File: config.mk
export PLATFORM = sky130hd
export DESIGN_NAME = prover_compute_v_ctrl_flat
export DESIGN_NICKNAME = d
export VERILOG_FILES = /design/src/rtl/prover_compute_v_ctrl_if.sv /design/src/rtl/prover_compute_v_ctrl.sv /design/src/flat_wrapper.sv
export SDC_FILE = /design/constraint.sdc
export NUM_CORES = 1
export LEC_CHECK = 0
export CAP_MARGIN = 40
export CORE_MARGIN = 2
export CORE_UTILIZATION = 51
export CTS_CLUSTER_DIAMETER = 100
export DETAILED_ROUTE_END_ITERATION = 12
export HOLD_SLACK_MARGIN = 0.15
export PLACE_DENSITY_LB_ADDON = 0.05
export SYNTH_ARGS = -nofsm -noshare
export SYNTH_HDL_FRONTEND = slang
export SYNTH_SLANG_ARGS = --single-unit
File: constraint.sdc
create_clock -name clk -period 2.3 [get_ports clk]
set_input_delay 0.69 -clock clk [delete_from_list [all_inputs] [get_ports clk]]
set_output_delay 0.69 -clock clk [all_outputs]
set_load 0.05 [all_outputs]
File: src/rtl/prover_compute_v_ctrl_if.sv
// prover_compute_v_ctrl_if
//   Handshake and chain-control bundle for the compute-V chain sequencer.
//   master : drives start / n_elems / round_ack and observes status and controls
//   slave  : the sequencer itself
//   Signals:
//     start, n_elems   - sequence request and live element count at load
//     round_ack        - next-round challenge available
//     ready            - idle, start will be accepted
//     sr_en/sr_load/sr_bypass - broadcast controls to the shift-register chain
//     round_idx        - index of the round currently or last executed
//     round_done, done, err - one-cycle status pulses
interface prover_compute_v_ctrl_if #(
    parameter int NELEMS = 32,
    parameter int CNT_W  = $clog2(NELEMS + 1),
    parameter int RND_W  = $clog2(NELEMS) + 1
);
    logic             start;
    logic [CNT_W-1:0] n_elems;
    logic             round_ack;
    logic             ready;
    logic             sr_en;
    logic             sr_load;
    logic             sr_bypass;
    logic [RND_W-1:0] round_idx;
    logic             round_done;
    logic             done;
    logic             err;

    modport master (
        output start, n_elems, round_ack,
        input  ready, sr_en, sr_load, sr_bypass, round_idx, round_done, done, err
    );

    modport slave (
        input  start, n_elems, round_ack,
        output ready, sr_en, sr_load, sr_bypass, round_idx, round_done, done, err
    );
endinterface

File: src/rtl/prover_compute_v_ctrl.sv
// prover_compute_v_ctrl
//   Sequencer for the compute-V shift-register chain. Parallel-loads the chain,
//   then runs folding rounds that each halve the live element count (an odd
//   leftover goes through the bypass path on the last shift cycle of a round).
//   Between rounds the chain is frozen until round_ack arrives.
//   Ports:
//     clk   - clock
//     rst   - synchronous reset, active-high
//     abort - (only with PROVER_COMPUTE_V_CTRL_ABORT_EN) drop the running sequence
//     bus   - prover_compute_v_ctrl_if.slave (start/n_elems/round_ack in,
//             ready/sr_*/round_idx/round_done/done/err out)
//   Optional feature macro: PROVER_COMPUTE_V_CTRL_ABORT_EN
//   All outputs are registered; they reflect the state entered at the last edge.
module prover_compute_v_ctrl #(
    parameter int NELEMS = 32,
    parameter int CNT_W  = $clog2(NELEMS + 1),
    parameter int RND_W  = $clog2(NELEMS) + 1
) (
    input  logic clk,
    input  logic rst,
`ifdef PROVER_COMPUTE_V_CTRL_ABORT_EN
    input  logic abort,
`endif
    prover_compute_v_ctrl_if.slave bus
);

    typedef enum logic [2:0] {
        IDLE  = 3'd0,
        LOAD  = 3'd1,
        SHIFT = 3'd2,
        WAIT  = 3'd3,
        DONE  = 3'd4
    } state_t;

    state_t           state_reg;
    logic [CNT_W-1:0] live_reg;
    logic [CNT_W-1:0] out_cnt_reg;
    logic [CNT_W-1:0] cyc_reg;
    logic [RND_W-1:0] round_idx_reg;
    logic             ready_reg;
    logic             sr_en_reg;
    logic             sr_load_reg;
    logic             sr_bypass_reg;
    logic             round_done_reg;
    logic             done_reg;
    logic             err_reg;

    // ceil(v/2) with one extra bit so v+1 can never wrap.
    function automatic logic [CNT_W-1:0] half_up(input logic [CNT_W-1:0] v);
        logic [CNT_W:0] s;
        s = {1'b0, v} + {{CNT_W{1'b0}}, 1'b1};
        return s[CNT_W:1];
    endfunction

    logic [CNT_W-1:0] half_live;
    logic             start_ok;
    logic             last_cyc;
    logic             next_is_last;

    assign half_live    = half_up(live_reg);
    assign start_ok     = (bus.n_elems != '0) && (bus.n_elems <= CNT_W'(NELEMS));
    assign last_cyc     = (cyc_reg == (out_cnt_reg - CNT_W'(1)));
    // The cycle about to be entered is the last one of the round.
    assign next_is_last = ((cyc_reg + CNT_W'(1)) == (out_cnt_reg - CNT_W'(1)));

    always_ff @(posedge clk) begin
        if (rst) begin
            state_reg      <= IDLE;
            live_reg       <= '0;
            out_cnt_reg    <= '0;
            cyc_reg        <= '0;
            round_idx_reg  <= '0;
            ready_reg      <= 1'b1;
            sr_en_reg      <= 1'b0;
            sr_load_reg    <= 1'b0;
            sr_bypass_reg  <= 1'b0;
            round_done_reg <= 1'b0;
            done_reg       <= 1'b0;
            err_reg        <= 1'b0;
        end else begin
            round_done_reg <= 1'b0;
            done_reg       <= 1'b0;
            err_reg        <= 1'b0;

            case (state_reg)
                IDLE: begin
                    if (bus.start) begin
                        if (start_ok) begin
                            live_reg      <= bus.n_elems;
                            round_idx_reg <= '0;
                            state_reg     <= LOAD;
                            ready_reg     <= 1'b0;
                            sr_en_reg     <= 1'b1;
                            sr_load_reg   <= 1'b1;
                        end else begin
                            err_reg <= 1'b1;
                        end
                    end
                end

                LOAD: begin
                    sr_load_reg <= 1'b0;
                    if (live_reg == CNT_W'(1)) begin
                        state_reg <= DONE;
                        sr_en_reg <= 1'b0;
                        done_reg  <= 1'b1;
                    end else begin
                        out_cnt_reg   <= half_live;
                        cyc_reg       <= '0;
                        state_reg     <= SHIFT;
                        sr_en_reg     <= 1'b1;
                        // Single-cycle round with an odd leftover bypasses at once.
                        sr_bypass_reg <= live_reg[0] && (half_live == CNT_W'(1));
                    end
                end

                SHIFT: begin
                    if (last_cyc) begin
                        live_reg       <= out_cnt_reg;
                        round_done_reg <= 1'b1;
                        sr_en_reg      <= 1'b0;
                        sr_bypass_reg  <= 1'b0;
                        if (out_cnt_reg > CNT_W'(1)) begin
                            state_reg <= WAIT;
                        end else begin
                            state_reg <= DONE;
                            done_reg  <= 1'b1;
                        end
                    end else begin
                        cyc_reg       <= cyc_reg + CNT_W'(1);
                        sr_bypass_reg <= live_reg[0] && next_is_last;
                    end
                end

                WAIT: begin
                    if (bus.round_ack) begin
                        round_idx_reg <= round_idx_reg + RND_W'(1);
                        out_cnt_reg   <= half_live;
                        cyc_reg       <= '0;
                        state_reg     <= SHIFT;
                        sr_en_reg     <= 1'b1;
                        sr_bypass_reg <= live_reg[0] && (half_live == CNT_W'(1));
                    end
                end

                DONE: begin
                    state_reg <= IDLE;
                    ready_reg <= 1'b1;
                end

                default: begin
                    state_reg     <= IDLE;
                    ready_reg     <= 1'b1;
                    sr_en_reg     <= 1'b0;
                    sr_load_reg   <= 1'b0;
                    sr_bypass_reg <= 1'b0;
                end
            endcase

`ifdef PROVER_COMPUTE_V_CTRL_ABORT_EN
            // Placed after the case so it overrides whatever the state decided.
            if (abort && (state_reg == LOAD || state_reg == SHIFT || state_reg == WAIT)) begin
                state_reg      <= IDLE;
                ready_reg      <= 1'b1;
                sr_en_reg      <= 1'b0;
                sr_load_reg    <= 1'b0;
                sr_bypass_reg  <= 1'b0;
                round_idx_reg  <= '0;
                round_done_reg <= 1'b0;
                done_reg       <= 1'b0;
            end
`endif
        end
    end

    assign bus.ready      = ready_reg;
    assign bus.sr_en      = sr_en_reg;
    assign bus.sr_load    = sr_load_reg;
    assign bus.sr_bypass  = sr_bypass_reg;
    assign bus.round_idx  = round_idx_reg;
    assign bus.round_done = round_done_reg;
    assign bus.done       = done_reg;
    assign bus.err        = err_reg;

endmodule
File: src/flat_wrapper.sv
// flat-port wrapper written by rule: the top's interface ports become plain ports
module prover_compute_v_ctrl_flat 
#(
    parameter int NELEMS = 32,
    parameter int CNT_W  = $clog2(NELEMS + 1),
    parameter int RND_W  = $clog2(NELEMS) + 1
)
  (clk, rst, bus_start, bus_n_elems, bus_round_ack, bus_ready, bus_sr_en, bus_sr_load, bus_sr_bypass, bus_round_idx, bus_round_done, bus_done, bus_err);
  prover_compute_v_ctrl_if #(.NELEMS(NELEMS), .CNT_W(CNT_W), .RND_W(RND_W)) bus_i ();
  input  logic clk;
  input  logic rst;
  input wire logic [$bits(bus_i.start)-1:0] bus_start;
  input wire logic [$bits(bus_i.n_elems)-1:0] bus_n_elems;
  input wire logic [$bits(bus_i.round_ack)-1:0] bus_round_ack;
  output wire logic [$bits(bus_i.ready)-1:0] bus_ready;
  output wire logic [$bits(bus_i.sr_en)-1:0] bus_sr_en;
  output wire logic [$bits(bus_i.sr_load)-1:0] bus_sr_load;
  output wire logic [$bits(bus_i.sr_bypass)-1:0] bus_sr_bypass;
  output wire logic [$bits(bus_i.round_idx)-1:0] bus_round_idx;
  output wire logic [$bits(bus_i.round_done)-1:0] bus_round_done;
  output wire logic [$bits(bus_i.done)-1:0] bus_done;
  output wire logic [$bits(bus_i.err)-1:0] bus_err;
  assign bus_i.start = bus_start;
  assign bus_i.n_elems = bus_n_elems;
  assign bus_i.round_ack = bus_round_ack;
  assign bus_ready = bus_i.ready;
  assign bus_sr_en = bus_i.sr_en;
  assign bus_sr_load = bus_i.sr_load;
  assign bus_sr_bypass = bus_i.sr_bypass;
  assign bus_round_idx = bus_i.round_idx;
  assign bus_round_done = bus_i.round_done;
  assign bus_done = bus_i.done;
  assign bus_err = bus_i.err;
  prover_compute_v_ctrl #(.NELEMS(NELEMS), .CNT_W(CNT_W), .RND_W(RND_W)) u_core (.clk(clk), .rst(rst), .bus(bus_i));
endmodule
==> metrics.md <==
| Metric | Value |
|---|---|
| DRC | `0` |
| Starting DRT DRC Count | `291` |
| Max Freq | `433 MHz` |
| Final setup margin | `-0.0108 ns` |
| Worst R2R Setup Slack | `-0.01 ns` |
| Pleak | `1.13 nW` |
| Max Buffers Root-to-Sink | `2` |
| Syn. warnings | `0` |
| CP startpoint kind | `register` |
| Synth Area per Inst | `8.21 sq um` |
| Antenna fix cells | `0` |
| H-tree lvl count | `2` |
| Sequential share of the synthesized area | `32.1%` |
| RSZ-0062 raised after global routing | `true` |
| Worst min path class | `reg2reg` |
| Initial antenna violation count | `0` |
| Total GRT Usage | `28.2%` |
| Top Ports | `23` |
| Number of synthesized flops with an enable pin | `0` |
| Mapped cell area | `2120 sq um` |
| Post-synthesis net count | `274` |
| Hold-fix buffers, CTS | `0` |
| Pwr per Cell Area | `621 nW/um^2` |
| Status | `finished, violations left` |
| Synth Register Bits | `34` |
| Worst R2R Start | `u_core.out_cnt_reg[2]$_SDFFE_PP0P_` |
| Clock slew seen by the registers of the worst setup and hold paths | `0.08 ns` |
| Final Cycle Share | `100%` |
| Synth Area in Compound Gates | `23.7%` |
| Drt pass-1 iters | `5` |
| Hold Slack | `0.469 ns` |
| Worst vdd ir | `0.328 mV` |
| Placed Area | `2660 sq um` |
| Post-synth top flop | `dfxtp_1` |
| Initial Util | `53.0%` |
| Clk root buf | `clkbuf_8` |
| Finish-stage setup viols | `1` |
| Async S/R FF share, synth | `0%` |
| Max Cap Viol | `0` |
| Grt ovf | `0` |
| DP Worst Slack | `-0.568 ns` |
| Biggest cell delay along the critical path | `0.53 ns` |
| Via count | `2,231` |
| Largest family of logic cells by synthesized area | `simple AND/OR/NAND/NOR gates` |
| RePlAce Congestion | `0.858` |
| R2R depth | `6` |
| Xor and xnor area share after synthesis | `9.10%` |
| # port buffers | `22` |
| Post-synth cell types | `50` |
| Clk_lat worst skew | `0.29 ns` |
| R2R Path End | `u_core.cyc_reg[2]$_SDFFE_PP0P_` |
| Cells after synthesis | `258` |
| Mux contribution to synthesized area | `0.532%` |
| Synth area leaders | `dfxtp_1 (32%), nor2_1 (5.1%), xor2_1 (5.0%)` |
| Clock Sinks | `34` |
| Crit end category | `register` |
| Worst relative slew slack | `64.9%` |
| HPWL after DPL | `4.41 mm` |
| CTS tree | `done` |
| Placed Cells incl. Taps | `357` |
| WS Path Type | `reg2reg` |
| Core area | `4000 sq um` |
| Largest net degree at the start of global routing | `15` |
| Number of buffers created by CTS | `5` |
| Synth area leader | `dfxtp_1` |
| CP Capture Point | `u_core.cyc_reg[2]$_SDFFE_PP0P_` |
| Cells along the critical path | `buf_4 -> nor3b_1 -> a31oi_2 -> or4_4 -> and4_1 -> or3_1` |
| CP Max Fanout | `6` |
| Vias per cell | `6.03` |
| WP buf/inv | `1` |
| Remaining antenna violation count after routing | `0` |
| Count leader, synth | `dfxtp_1` |
| Post-Layout Cell Count | `370` |
| Tmin final | `2.31 ns` |
| Share of cells above drive strength 1 | `25.3%` |
| Number of core rows | `23` |
| CP Launch Point | `u_core.out_cnt_reg[2]$_SDFFE_PP0P_` |
| CP max stage cell | `or4_4` |
| CP delay by family, top | `simple AND/OR/NAND/NOR gates` |
| Yosys top cell area share | `32.1%` |
| Final Slew Violations | `0` |
| Worst-Margin Slew | `0.522 ns` |
| Synth-to-layout area growth | `36.6%` |
| First-pass GRT wire length | `9.82 mm` |
| Hold Vio Cnt, Final | `0` |
| Final wirelength | `6.12 mm` |
| Failing checks | `negative setup slack` |
| Final Cell Area | `2890 sq um` |
| Post-Synth Adder-Cell Area | `3.54%` |
| DR WL/cell | `16.5 um` |
| Tot Pwr | `1.80 mW` |
| CP arrival | `2.49 ns` |
| Die X-Extent | `68.4 um` |
| Max Clock Skew | `0.00694 ns` |
| Critical Path RT | `2.48 ns` |
| Levels on crit path | `6` |
| Simple-Gate Fraction of Synth Area | `26.2%` |
| Top cells by count, synth | `dfxtp_1 (34), nor2_1 (29), a21oi_1 (15)` |
| Number of global-route vias before repair | `2,099` |
| Layout Nets | `335` |
| Die ar. | `4680 sq um` |
| Die H | `68.4 um` |
[layer usage]
layer / track usage [%] / part of all wire (%) / vias to the layer above
li1: - / - / 1087
met1: 37.9 / 45 / 1056
met2: 45.0 / 47 / 75
met3: 4.44 / 5.8 / 13
met4: 11.0 / 1.9 / 0
met5: 0 / 0 / -
[logic make-up after synthesis]
group / Yosys count
AND/OR/NAND/NOR: 103
AO/OA/AOI/OAI: 67
flip-flops: 34
buffers and inverters: 25
XOR/XNOR: 22
adder cells (fa/ha/maj): 6
multiplexers: 1
[worst register-to-register path, stage by stage (launching register included)]
cell	delay, ns
dfxtp_1	0.40
buf_4	0.19
nor3b_1	0.38
a31oi_2	0.17
or4_4	0.53
and4_1	0.16
or3_1	0.37
[timing repair]
action | 4_1_cts | 5_1_grt
buffers inserted | 0 | 5
resized for setup | 18 | 14
pin swaps | 7 | 12
gates cloned | 0 | 0
setup endpoints to repair | 17 | 13
endpoints found under the hold margin | 0 | 0
[worst min path at each step]
stage	depth (start not counted)	slack [ns]	end	startpoint
floorplan	1	0.47	u_core.cyc_reg[0]$_SDFFE_PP0P_	u_core.cyc_reg[0]$_SDFFE_PP0P_
global route	2	0.51	u_core.bus.ready$_SDFFE_PP1P_	u_core.bus.ready$_SDFFE_PP1P_
detailed placement	2	0.46	u_core.bus.ready$_SDFFE_PP1P_	u_core.bus.ready$_SDFFE_PP1P_
global placement	2	0.45	u_core.bus.ready$_SDFFE_PP1P_	u_core.bus.ready$_SDFFE_PP1P_
CTS	2	0.47	u_core.bus.ready$_SDFFE_PP1P_	u_core.bus.ready$_SDFFE_PP1P_
finish	2	0.47	u_core.bus.ready$_SDFFE_PP1P_	u_core.bus.ready$_SDFFE_PP1P_
[placed cells by master (no fill, tap or decap), types with 3 or more instances in the layout]
master,instances
ha_1,5
o211ai_1,5
dfxtp_1,32
clkdlybuf4s50_1,15
a22o_1,4
a21oi_1,15
nand2b_1,4
nor2_1,29
dlymetal6s2s_1,3
xnor2_1,10
a211oi_1,6
nor4_1,3
nor3_1,7
xor2_1,11
nand2_1,14
o21ai_1,3
clkbuf_8,6
inv_1,10
clkbuf_2,3
buf_4,44
nand4_1,9
o21ai_0,6
nand3_1,10
a221o_1,5
and3_1,5
[stage by stage]
stage	TNS (ns)	util (%)
floorplan	0	-
global placement	-7.48	66.5
detailed placement	-7.77	66.5
CTS	0	70.6
global route	-0.0792	72.3
finish	-0.0108	72.3
[report_power, final]
| part | leakage (nW) | internal, mW | switching (mW) |
|---|---|---|---|
| logic | 0.808 | 0.294 | 0.340 |
| clock network | 0.0482 | 0.242 | 0.232 |
| registers | 0.277 | 0.629 | 0.0588 |
[final cells by class]
class	instances	area [sq um]
Tap cell	50	62.6
Sequential cell	34	683
Timing Repair Buffer	67	553
Clock inverter	1	5.00
Clock buffer	7	86.3
Inverter	12	45.0
Multi-Input combinational cell	199	1460
Fill cell	330	1110
No activity file was read; power rests on OpenSTA's default activity.
